File: config.mk
export PLATFORM = sky130hd
export DESIGN_NAME = sdram_sync_ctrl
export DESIGN_NICKNAME = d
export VERILOG_FILES = /design/src/rtl/sdram_pkg.sv /design/src/rtl/sdram_init_seq.sv /design/src/rtl/sdram_sync_ctrl.sv
export SDC_FILE = /design/constraint.sdc
export NUM_CORES = 1
export LEC_CHECK = 0
export BUFFER_PORTS_ARGS = -buffer_cell sky130_fd_sc_hd__buf_2
export CAP_MARGIN = 10
export CORE_MARGIN = 2
export CORE_UTILIZATION = 55
export CTS_CLUSTER_SIZE = 12
export DETAILED_ROUTE_END_ITERATION = 8
export GPL_TIMING_DRIVEN = 0
export PLACE_DENSITY_LB_ADDON = 0.2
export SYNTH_ARGS = -nofsm -noshare
export SYNTH_HDL_FRONTEND = slang
export SYNTH_SLANG_ARGS = --single-unit
File: constraint.sdc
create_clock -name clk -period 3.4 [get_ports clk]
set_input_delay 0.68 -clock clk [delete_from_list [all_inputs] [get_ports clk]]
set_output_delay 0.68 -clock clk [all_outputs]
set_load 0.05 [all_outputs]
File: src/rtl/sdram_pkg.sv
// -----------------------------------------------------------------------------
// sdram_pkg
// Shared definitions for the SDRAM controller:
//   - 4-bit SDRAM command encodings, packed as {cs, ras, cas, we} (active low)
//   - mode register word (CL = 2, burst length 1, sequential)
//   - client word-address field bounds (bank / row / column)
//   - state and operation enums used by the controller and its init sequencer
// -----------------------------------------------------------------------------
package sdram_pkg;

    typedef logic [3:0] sd_cmd_t;

    localparam sd_cmd_t CMD_INHIBIT   = 4'b1111;
    localparam sd_cmd_t CMD_NOP       = 4'b0111;
    localparam sd_cmd_t CMD_ACTIVE    = 4'b0011;
    localparam sd_cmd_t CMD_READ      = 4'b0101;
    localparam sd_cmd_t CMD_WRITE     = 4'b0100;
    localparam sd_cmd_t CMD_PRECHARGE = 4'b0010;
    localparam sd_cmd_t CMD_REFRESH   = 4'b0001;
    localparam sd_cmd_t CMD_LOAD_MODE = 4'b0000;

    // CL = 2, burst length 1, sequential burst type.
    localparam logic [10:0] MODE_WORD = 11'h020;

    // Client word address layout: bank = [19], row = [18:8], col = [7:0].
    localparam int BANK_BIT = 19;
    localparam int ROW_MSB  = 18;
    localparam int ROW_LSB  = 8;
    localparam int COL_MSB  = 7;
    localparam int COL_LSB  = 0;

    typedef enum logic [2:0] {
        ST_WAIT,
        ST_PRECHARGE,
        ST_REFRESH1,
        ST_REFRESH2,
        ST_LOAD_MODE,
        ST_IDLE
    } init_state_t;

    // Kind of access carried by the current 8-cycle window.
    typedef enum logic [1:0] {
        OP_REFRESH,
        OP_WRITE,
        OP_READ
    } win_op_t;

endpackage

File: src/rtl/sdram_init_seq.sv
// -----------------------------------------------------------------------------
// sdram_init_seq
// Power-up sequencer for the SDRAM: waits INIT_WAIT cycles, precharges all
// banks, issues two auto refreshes and loads the mode register.
//
// Ports:
//   clk   in   SDRAM clock
//   init  in   synchronous active-high reset; restarts the sequence
//   cmd   out  command to be registered onto the pins at the next edge
//   addr  out  address to be registered onto the pins at the next edge
//   done  out  registered; high once the sequence has completed
//
// Each step issues its command in its first cycle (cnt == 0) and NOPs for the
// rest of the step, so step lengths double as the command spacing:
// PRECHARGE 3 cycles, each REFRESH 8 cycles, LOAD MODE 3 cycles.
// -----------------------------------------------------------------------------
module sdram_init_seq
    import sdram_pkg::*;
#(
    parameter int INIT_WAIT = 6400
) (
    input  logic        clk,
    input  logic        init,
    output sd_cmd_t     cmd,
    output logic [10:0] addr,
    output logic        done
);

    localparam logic [15:0] LAST_WAIT = 16'(INIT_WAIT - 1);

    init_state_t state;
    logic [15:0] cnt;

    always_comb begin
        cmd  = CMD_NOP;
        addr = '0;
        if (cnt == 16'd0) begin
            case (state)
                ST_PRECHARGE: begin
                    cmd  = CMD_PRECHARGE;
                    addr = 11'h400;          // A10 = 1: all banks
                end
                ST_REFRESH1,
                ST_REFRESH2: cmd = CMD_REFRESH;
                ST_LOAD_MODE: begin
                    cmd  = CMD_LOAD_MODE;
                    addr = MODE_WORD;
                end
                default: ;
            endcase
        end
    end

    always_ff @(posedge clk) begin
        if (init) begin
            state <= ST_WAIT;
            cnt   <= '0;
            done  <= 1'b0;
        end else begin
            case (state)
                ST_WAIT: begin
                    if (cnt == LAST_WAIT) begin
                        state <= ST_PRECHARGE;
                        cnt   <= '0;
                    end else begin
                        cnt <= cnt + 16'd1;
                    end
                end
                ST_PRECHARGE: begin
                    if (cnt == 16'd2) begin
                        state <= ST_REFRESH1;
                        cnt   <= '0;
                    end else begin
                        cnt <= cnt + 16'd1;
                    end
                end
                ST_REFRESH1: begin
                    if (cnt == 16'd7) begin
                        state <= ST_REFRESH2;
                        cnt   <= '0;
                    end else begin
                        cnt <= cnt + 16'd1;
                    end
                end
                ST_REFRESH2: begin
                    if (cnt == 16'd7) begin
                        state <= ST_LOAD_MODE;
                        cnt   <= '0;
                    end else begin
                        cnt <= cnt + 16'd1;
                    end
                end
                ST_LOAD_MODE: begin
                    if (cnt == 16'd2) begin
                        state <= ST_IDLE;
                        cnt   <= '0;
                        done  <= 1'b1;
                    end else begin
                        cnt <= cnt + 16'd1;
                    end
                end
                ST_IDLE: ;
                default: begin
                    state <= ST_WAIT;
                    cnt   <= '0;
                end
            endcase
        end
    end

endmodule

File: src/rtl/sdram_sync_ctrl.sv
// -----------------------------------------------------------------------------
// sdram_sync_ctrl
// Single-port SDRAM controller for a 16-bit, 2-bank, 11-bit-address part.
// Each sync pulse opens one 8-cycle window carrying one READ, WRITE or
// AUTO REFRESH.
//
// Ports:
//   clk          in   64 MHz SDRAM clock
//   init         in   synchronous active-high reset
//   sync         in   window strobe
//   we, oe       in   write / read request (write wins), sampled with sync
//   ds[1:0]      in   byte enables, [1] = upper byte
//   addr[19:0]   in   word address: bank [19], row [18:8], col [7:0]
//   din[15:0]    in   write data
//   dout[15:0]   out  read data, held until the next read capture
//   ready        out  high once the power-up sequence has completed
//   sd_data_in   in   pad input data
//   sd_data_out  out  pad output data
//   sd_data_dir  out  pad output enable
//   sd_addr, sd_ba, sd_dqm, sd_cs/ras/cas/we  out  SDRAM pins
//
// Request handshake: a sync pulse is accepted only when ready is high and no
// window is open (q == 0); the request fields are latched on that edge.
// A sync at any other time is dropped, there is no queue and no backpressure
// signal, so the client must space syncs at least 8 cycles apart.
//
// Window timeline relative to the accepting edge E0 (q counts 1..7 after it):
//   E0    ACTIVE (bank, row) or AUTO REFRESH for an idle window
//   E0+2  READ/WRITE with auto-precharge; write data driven for one cycle
//   E0+CAPTURE_PHASE  read data captured into dout
//   E0+7  q returns to 0, so a sync at E0+8 is accepted
// -----------------------------------------------------------------------------
module sdram_sync_ctrl
    import sdram_pkg::*;
#(
    parameter int INIT_WAIT     = 6400,
    parameter int CAPTURE_PHASE = 5
) (
    input  logic        clk,
    input  logic        init,
    input  logic        sync,
    input  logic        we,
    input  logic        oe,
    input  logic [1:0]  ds,
    input  logic [19:0] addr,
    input  logic [15:0] din,
    output logic [15:0] dout,
    output logic        ready,
    input  logic [15:0] sd_data_in,
    output logic [15:0] sd_data_out,
    output logic        sd_data_dir,
    output logic [10:0] sd_addr,
    output logic        sd_ba,
    output logic [1:0]  sd_dqm,
    output logic        sd_cs,
    output logic        sd_ras,
    output logic        sd_cas,
    output logic        sd_we
);

    localparam logic [2:0] CAP_Q = 3'(CAPTURE_PHASE);

    sd_cmd_t     init_cmd;
    logic [10:0] init_addr;
    logic        init_done;

    sdram_init_seq #(
        .INIT_WAIT (INIT_WAIT)
    ) u_init_seq (
        .clk  (clk),
        .init (init),
        .cmd  (init_cmd),
        .addr (init_addr),
        .done (init_done)
    );

    // The sequencer's done flop is the ready output directly, so ready rises
    // two cycles after LOAD MODE appears on the pins.
    assign ready = init_done;

    sd_cmd_t     cmd_q;
    logic [2:0]  q;
    win_op_t     op;
    logic [1:0]  ds_l;
    logic        bank_l;
    logic [7:0]  col_l;
    logic [15:0] din_l;

    assign {sd_cs, sd_ras, sd_cas, sd_we} = cmd_q;

    always_ff @(posedge clk) begin
        if (init) begin
            cmd_q       <= CMD_INHIBIT;
            sd_addr     <= '0;
            sd_ba       <= 1'b0;
            sd_dqm      <= 2'b11;
            sd_data_dir <= 1'b0;
            sd_data_out <= '0;
            dout        <= '0;
            q           <= '0;
            op          <= OP_REFRESH;
            ds_l        <= '0;
            bank_l      <= 1'b0;
            col_l       <= '0;
            din_l       <= '0;
        end else if (!init_done) begin
            // Power-up: the sequencer owns the pins, client requests dropped.
            cmd_q       <= init_cmd;
            sd_addr     <= init_addr;
            sd_ba       <= 1'b0;
            sd_dqm      <= 2'b11;
            sd_data_dir <= 1'b0;
        end else begin
            cmd_q       <= CMD_NOP;
            sd_dqm      <= 2'b11;
            sd_data_dir <= 1'b0;
            if (q == 3'd0) begin
                if (sync) begin
                    ds_l   <= ds;
                    bank_l <= addr[BANK_BIT];
                    col_l  <= addr[COL_MSB:COL_LSB];
                    din_l  <= din;
                    q      <= 3'd1;
                    if (we || oe) begin
                        op      <= we ? OP_WRITE : OP_READ;
                        cmd_q   <= CMD_ACTIVE;
                        sd_ba   <= addr[BANK_BIT];
                        sd_addr <= addr[ROW_MSB:ROW_LSB];
                    end else begin
                        op    <= OP_REFRESH;
                        cmd_q <= CMD_REFRESH;
                    end
                end
            end else begin
                // 3-bit counter wraps 7 -> 0, closing the window.
                q <= q + 3'd1;
                if (q == 3'd2 && op != OP_REFRESH) begin
                    sd_addr <= {1'b1, 2'b00, col_l};   // A10 = auto-precharge
                    sd_ba   <= bank_l;
                    sd_dqm  <= ~ds_l;
                    if (op == OP_WRITE) begin
                        cmd_q       <= CMD_WRITE;
                        sd_data_out <= din_l;
                        sd_data_dir <= 1'b1;
                    end else begin
                        cmd_q <= CMD_READ;
                    end
                end
                // Masked bytes are captured as they appear on the bus.
                if (q == CAP_Q && op == OP_READ) begin
                    dout <= sd_data_in;
                end
            end
        end
    end

endmodule

# Yosys cells after proc, flatten, opt, wreduce, memory -nomap -nowiden
# Index checks and enable logic that the tools add are counted.
classes:
  mux: 34
  order_cmp: 0
  n_bitwise: 5
  reduce_logical: 20
  div_mod_pow: 0
  shift: 0
  eq_ne: 22
  addsub: 2
  n_mul: 0
ops:
  columns: ["cell", "n"]
  rows:
  - ["2-to-1 mux 11 bit", 6]
  - ["case mux 16 bit (4 select lines)", 1]
  - ["2-to-1 mux 16 bit", 3]
  - ["2-to-1 mux 3 bit", 8]
  - ["case mux 11 bit (2 select lines)", 1]
  - ["case mux 3 bit (6 select lines)", 1]
  - ["adder 16 x 1 -> 16 bit, second input constant", 1]
  - ["== test 16 x 13 -> 1 bit, second input constant", 1]
  - ["== test 16 x 2 -> 1 bit, second input constant", 1]
  - ["== test 16 x 3 -> 1 bit, second input constant", 1]
  - ["logical NOT 16 bit", 1]
  - ["2-to-1 mux 4 bit", 3]
  - ["!= test 2 x 1 -> 1 bit, second input constant", 6]
  - ["AND reduction 3 bit", 4]
  - ["== test 3 x 2 -> 1 bit, second input constant", 3]
  - ["== test 3 bit, second input constant", 3]
  - ["!= test 3 bit, second input constant", 3]
  - ["case mux 3 bit (3 select lines)", 1]
  - ["2-to-1 mux 2 bit", 4]
  - ["logical NOT 3 bit", 2]
  - ["2-to-1 mux 1 bit", 6]
  - ["AND reduction 6 bit", 1]
  - ["OR reduction 2 bit", 3]
  - ["inverter 1 bit", 4]
  - ["12 further kinds", 15]
totals:
  inputBits: 59
  latchBits: 0
  wordCells: 99
  ff_bits: 103
  n_memories: 0
  rom_bits: 0
  out_inout_bits: 52
  mem_bits_rw: 0

# Longest topological paths before layout
logic_depth:
  ltp_word: 5
  mapped_depth: 9
  ltp_nobuf: 7

# Hierarchy
# Synthesis repeated with hierarchy kept, for this count alone.
unflattened:
  cells_unflattened: 547
  hier_area_um2: 4798.4
modules_own_cells:
  columns: ["module", "seq_area_each_um2", "area_per_inst_um2", "cells_each", "instances"]
  rows:
  - ["sdram_sync_ctrl", 1661.6, 3316.9, 369, 1]
  - ["sdram_init_seq", 400.4, 1481.4, 178, 1]

# Least setup slack after synthesis
# Ideal clock, no wire load.
synth_path:
  path_type: "reg-to-reg"
  from: "register u_init_seq.done"
  to: "register sd_data_out[10]"
  path_buffers: 3
  path_stages_with_launch: 8
  setup_time_ps: 128
  slack_ps: 1365
  required_ps: 3272
  arrival_ps: 1907
  synth_period_minus_slack_ps: 2035
  path_cell_list: "dfxtp_1 -> buf_4 -> inv_1 -> nor4_1 -> buf_2 -> buf_4 -> mux2i_1 -> nor2_1"
synth_via:
  elab_chain_cells: 1
synth_lines:
  columns: ["element", "line", "text"]
  rows:
  - ["start: declaration", "sdram_init_seq.sv:26", "output logic done"]
  - ["start signal: assignment", "sdram_init_seq.sv:58", "done <= 1'b0;"]
  - ["start signal: assignment", "sdram_init_seq.sv:97", "done <= 1'b1;"]
  - ["AND reduction 4 bit (no line)", null, null]
  - ["end signal: assignment", "sdram_sync_ctrl.sv:143", "sd_data_out <= din_l;"]
  - ["end: declaration", "sdram_sync_ctrl.sv:50", "output logic [15:0] sd_data_out,"]
# No other way between the ends.
# A chain may end at the register's enable or synchronous reset.

# Worst setup path in the final report
layout_path:
  from: "register q[0]"
  to: "register sd_data_out[12]"
layout_via:
  elab_chain_cells: 3
  word_cells_on_any_way: 5
  classes_between: "1 x eq/ne; 1 x bitwise; 3 x reduce/logical"
layout_lines:
  columns: ["element", "line", "text"]
  rows:
  - ["start: declaration", "sdram_sync_ctrl.sv:82", "logic [2:0] q;"]
  - ["start signal: assignment", "sdram_sync_ctrl.sv:136", "q <= q + 3'd1;"]
  - ["== test 3 x 2 -> 1 bit / logical NOT 3 bit (equally long branches)", "sdram_sync_ctrl.sv:137, sdram_sync_ctrl.sv:117", null]
  - ["logical AND 1 bit / inverter 1 bit (equally long branches)", null, null]
  - ["AND reduction 4 bit (no line) (*)", null, null]
# Mark *: on every way between the ends. The rest lies on a longest branch, timed or not.

==> metrics.md <==
| Metric | Value |
|---|---|
| Status | finished clean |
| Overall power | 2.62 mW |
| CTS tree | done |
| DRC viols | 0 |
| FILL cells | 650 |
| Max FO, Critical Path | 10 |
| Placed inst area | 0.00507 mm² |
| Drt total wl | just over 10 mm |
| Drt pass-1 iters | 4 |
| Residual overflow from global routing | 0 |
| Die area | about 0.0087 mm² |
| WP data required | ~3.6 ns |
| Post-route insts no fill | 715 |
| Worst slew pin tran | 0.626 ns |
| FP Rows | 32 |
| Worst hold path type | reg2reg |
| DR vias | 3835 |
| DR iter-0 viols | 194 |
| Initial antenna violation count | 0 |
| Via/cell ratio | 5.36 |
| Yosys warns | 0 |
| Buffers added on ports | 110 |
| Mapped Area | 0.00439 mm² |
| Clk sinks | 103 |
| Core Area | 0.00773 mm² |
| Post-synth ARST share | 0% |
| Sequential-to-total area share from yosys stat | 47.0% |
| Peak Freq | roughly 0.46 GHz |
| # IOs | 111 |
| Total track usage | 23.6% |
| Min Clock Period, post-route | 2.15 ns |
| Hpwl dp | 7.57 mm |
| Area leader, netlist | dfxtp_1 |
| CTS H-tree lvls | 3 |
| Clock Skews | ~0.013 ns |
| Commonest register cell after synthesis | dfxtp_1 |
| CP endpoint kind | flip-flop |
| Maximum vdd drop | about 0.33 mV |
| Maxcap violations | 0 |
| Unrepaired setup endpoints after global routing | false |
| Clock buffer count from CTS | 9 |
| # nets final | 676 |
| Largest net degree at the start of global routing | 17 |
| Clock latency on the worst-skew pair | 0.36 ns |
| Final setup vio count | 0 |
| Pwr dens | roughly 500 mW/mm² |
| Post-synth EDFFs | 0 |
| WL/cell | about 14 µm |
| Post-DRT Antenna Nets | 0 |
| Post-CTS sizing | 0 |
| CTS clock-pin slew for the worst setup and hold paths | 0.10 ns |
| Crit path launch type | flip-flop |
| Fin. max-slew vios | 0 |
| Dpl cells | around 700 |
| Net Count, Synth | 555 |
| Antenna Cells | 0 |
| Dominant cell by count in the synthesized netlist | dfxtp_1 |
| Worst Path Arrival | 2.39 ns |
| Synth cell count leaders | dfxtp_1, nand2_1, nor2_1 |
| Worst Path Class, Setup | reg2reg |
| Pleak | 2.18 nW |
| Mapped Avg Cell Area | between 8 and 9 µm² |
| Die width | 93.3 µm |
| Share of cells above drive strength 1 | 25.8% |
| First-pass GRT wire length | 16.4 mm |
| Flops & latches, synth | 103 |
| GPL Wtd Cong | 0.880 |
| Mapped Cells | 489 |
| Setup bufs post-CTS | 0 |
| Setup tns final | 0 ns |
| Fin crit share | a little over three fifths |
| Root buffer cell | clkbuf_8 |
| Cell variety after synth | 50 |
| Final hold vios | 0 |
| Starting density of the core | 56.8% |
| Synth top area cells | dfxtp_1, mux2i_1, nand2_1 |
| Design area | 0.00527 mm² |
| Vias in the first global route | 3534 |
| Area Growth Syn to Fin | 20.2% |
| Die height | 93.3 µm |
| Relative slew slack | about three fifths |
| Yosys top cell area share | 47.0% |
| CTS Buffer Depth | 2 |
| CTS Hold Buffers Added | 0 |
[logic make-up (layout without fill, tap and decap cells)]
| family | Yosys count | after routing | share of synthesized area (%) |
|---|---|---|---|
| mux | 45 | 45 | 10.3 |
| fa+ha+maj | 7 | 7 | 2.00 |
| compound gates | 87 | 87 | 13.6 |
| simple gates | 198 | 198 | 21.2 |
| flops | 103 | 103 | 47.0 |
| buf+inv | 40 | 164 | 4.16 |
| xor+xnor | 9 | 9 | 1.80 |
[layout by cell type, fill, tap and decap left out, types with 3 or more instances in the layout]
master / n
a22oi_1: 3
mux2i_1: 45
a211oi_1: 8
a21oi_2: 3
clkbuf_8: 9
xnor2_1: 5
buf_2: 120
nand3_1: 11
a211oi_2: 4
inv_1: 9
o31ai_1: 5
dfxtp_1: 103
nor3_1: 7
nand4_1: 8
nand2_1: 83
a21oi_1: 38
a32o_1: 9
o21ai_0: 7
clkbuf_1: 15
ha_1: 7
buf_4: 3
nor2_1: 62
and3_1: 3
xor2_1: 4
nor4bb_1: 3
[routing by layer]
metal	wire length (µm)	track usage, %	vias up
met5	0	0	-
met4	118	7.48	0
met3	603	4.92	12
met2	4890	38.6	101
met1	4610	31.3	1796
li1	-	-	1926
[critical path, stage by stage (launching register included)]
cell and delay, ns:
dfxtp_1 0.37, inv_1 0.10, ha_1 0.24, nor2_1 0.17, nand2_1 0.08, nor4_1 0.19
buf_2 0.31, buf_4 0.27, mux2i_1 0.23, nor2_1 0.06
[area by class of cell]
class                           count  area, µm²  share of cell area, %
Buffer                             31        149                   2.82
Clock buffer                        9        124                   2.35
Clock inverter                      5       82.6                   1.57
Inverter                            9       33.8                  0.641
Multi-Input combinational cell    346       2140                   40.7
Sequential cell                   103       2060                   39.1
Tap cell                          102        128                   2.42
Timing Repair Buffer              110        551                   10.4
[registers in the layout, indices dropped and copies added, names as in the netlist, 2 cells and up]
name / cells
u_init_seq.cnt: 16
cmd_q: 4
din_l: 16
ds_l: 2
col_l: 8
op: 2
sd_data_out: 16
dout: 16
u_init_seq.state: 3
sd_addr: 11
sd_dqm: 2
q: 3
[metrics by stage]
step / hold WS (ns) / utilization, % / setup WS (ns)
2_1_floorplan: 0.358 / - / 1.37
3_3_place_gp: 0.364 / 65.6 / 1.21
3_5_place_dp: 0.368 / 65.6 / 1.16
4_1_cts: 0.397 / 68.2 / 1.23
5_1_grt: 0.413 / 68.2 / 1.06
6_report: 0.399 / 68.2 / 1.25
[path summary, 6_finish.rpt]
check / from / slack, ns / end / depth (start not counted)
max: q[0]$_SDFFE_PP0P_ / 1.25 / sd_data_out[12]$_SDFFE_PP0P_ / 9
min reg2reg: ds_l[0]$_SDFFE_PP0P_ / 0.40 / sd_dqm[0]$_SDFF_PP1_ / 1
min: ds_l[0]$_SDFFE_PP0P_ / 0.40 / sd_dqm[0]$_SDFF_PP1_ / 1
max reg2reg: q[0]$_SDFFE_PP0P_ / 1.25 / sd_data_out[12]$_SDFFE_PP0P_ / 9
[report_power, final]
group / internal, mW / switching, mW
clock: 0.410 / 0.403
combinational: 0.187 / 0.338
sequential: 1.25 / 0.0284
(Power assumes the default switching activity.)
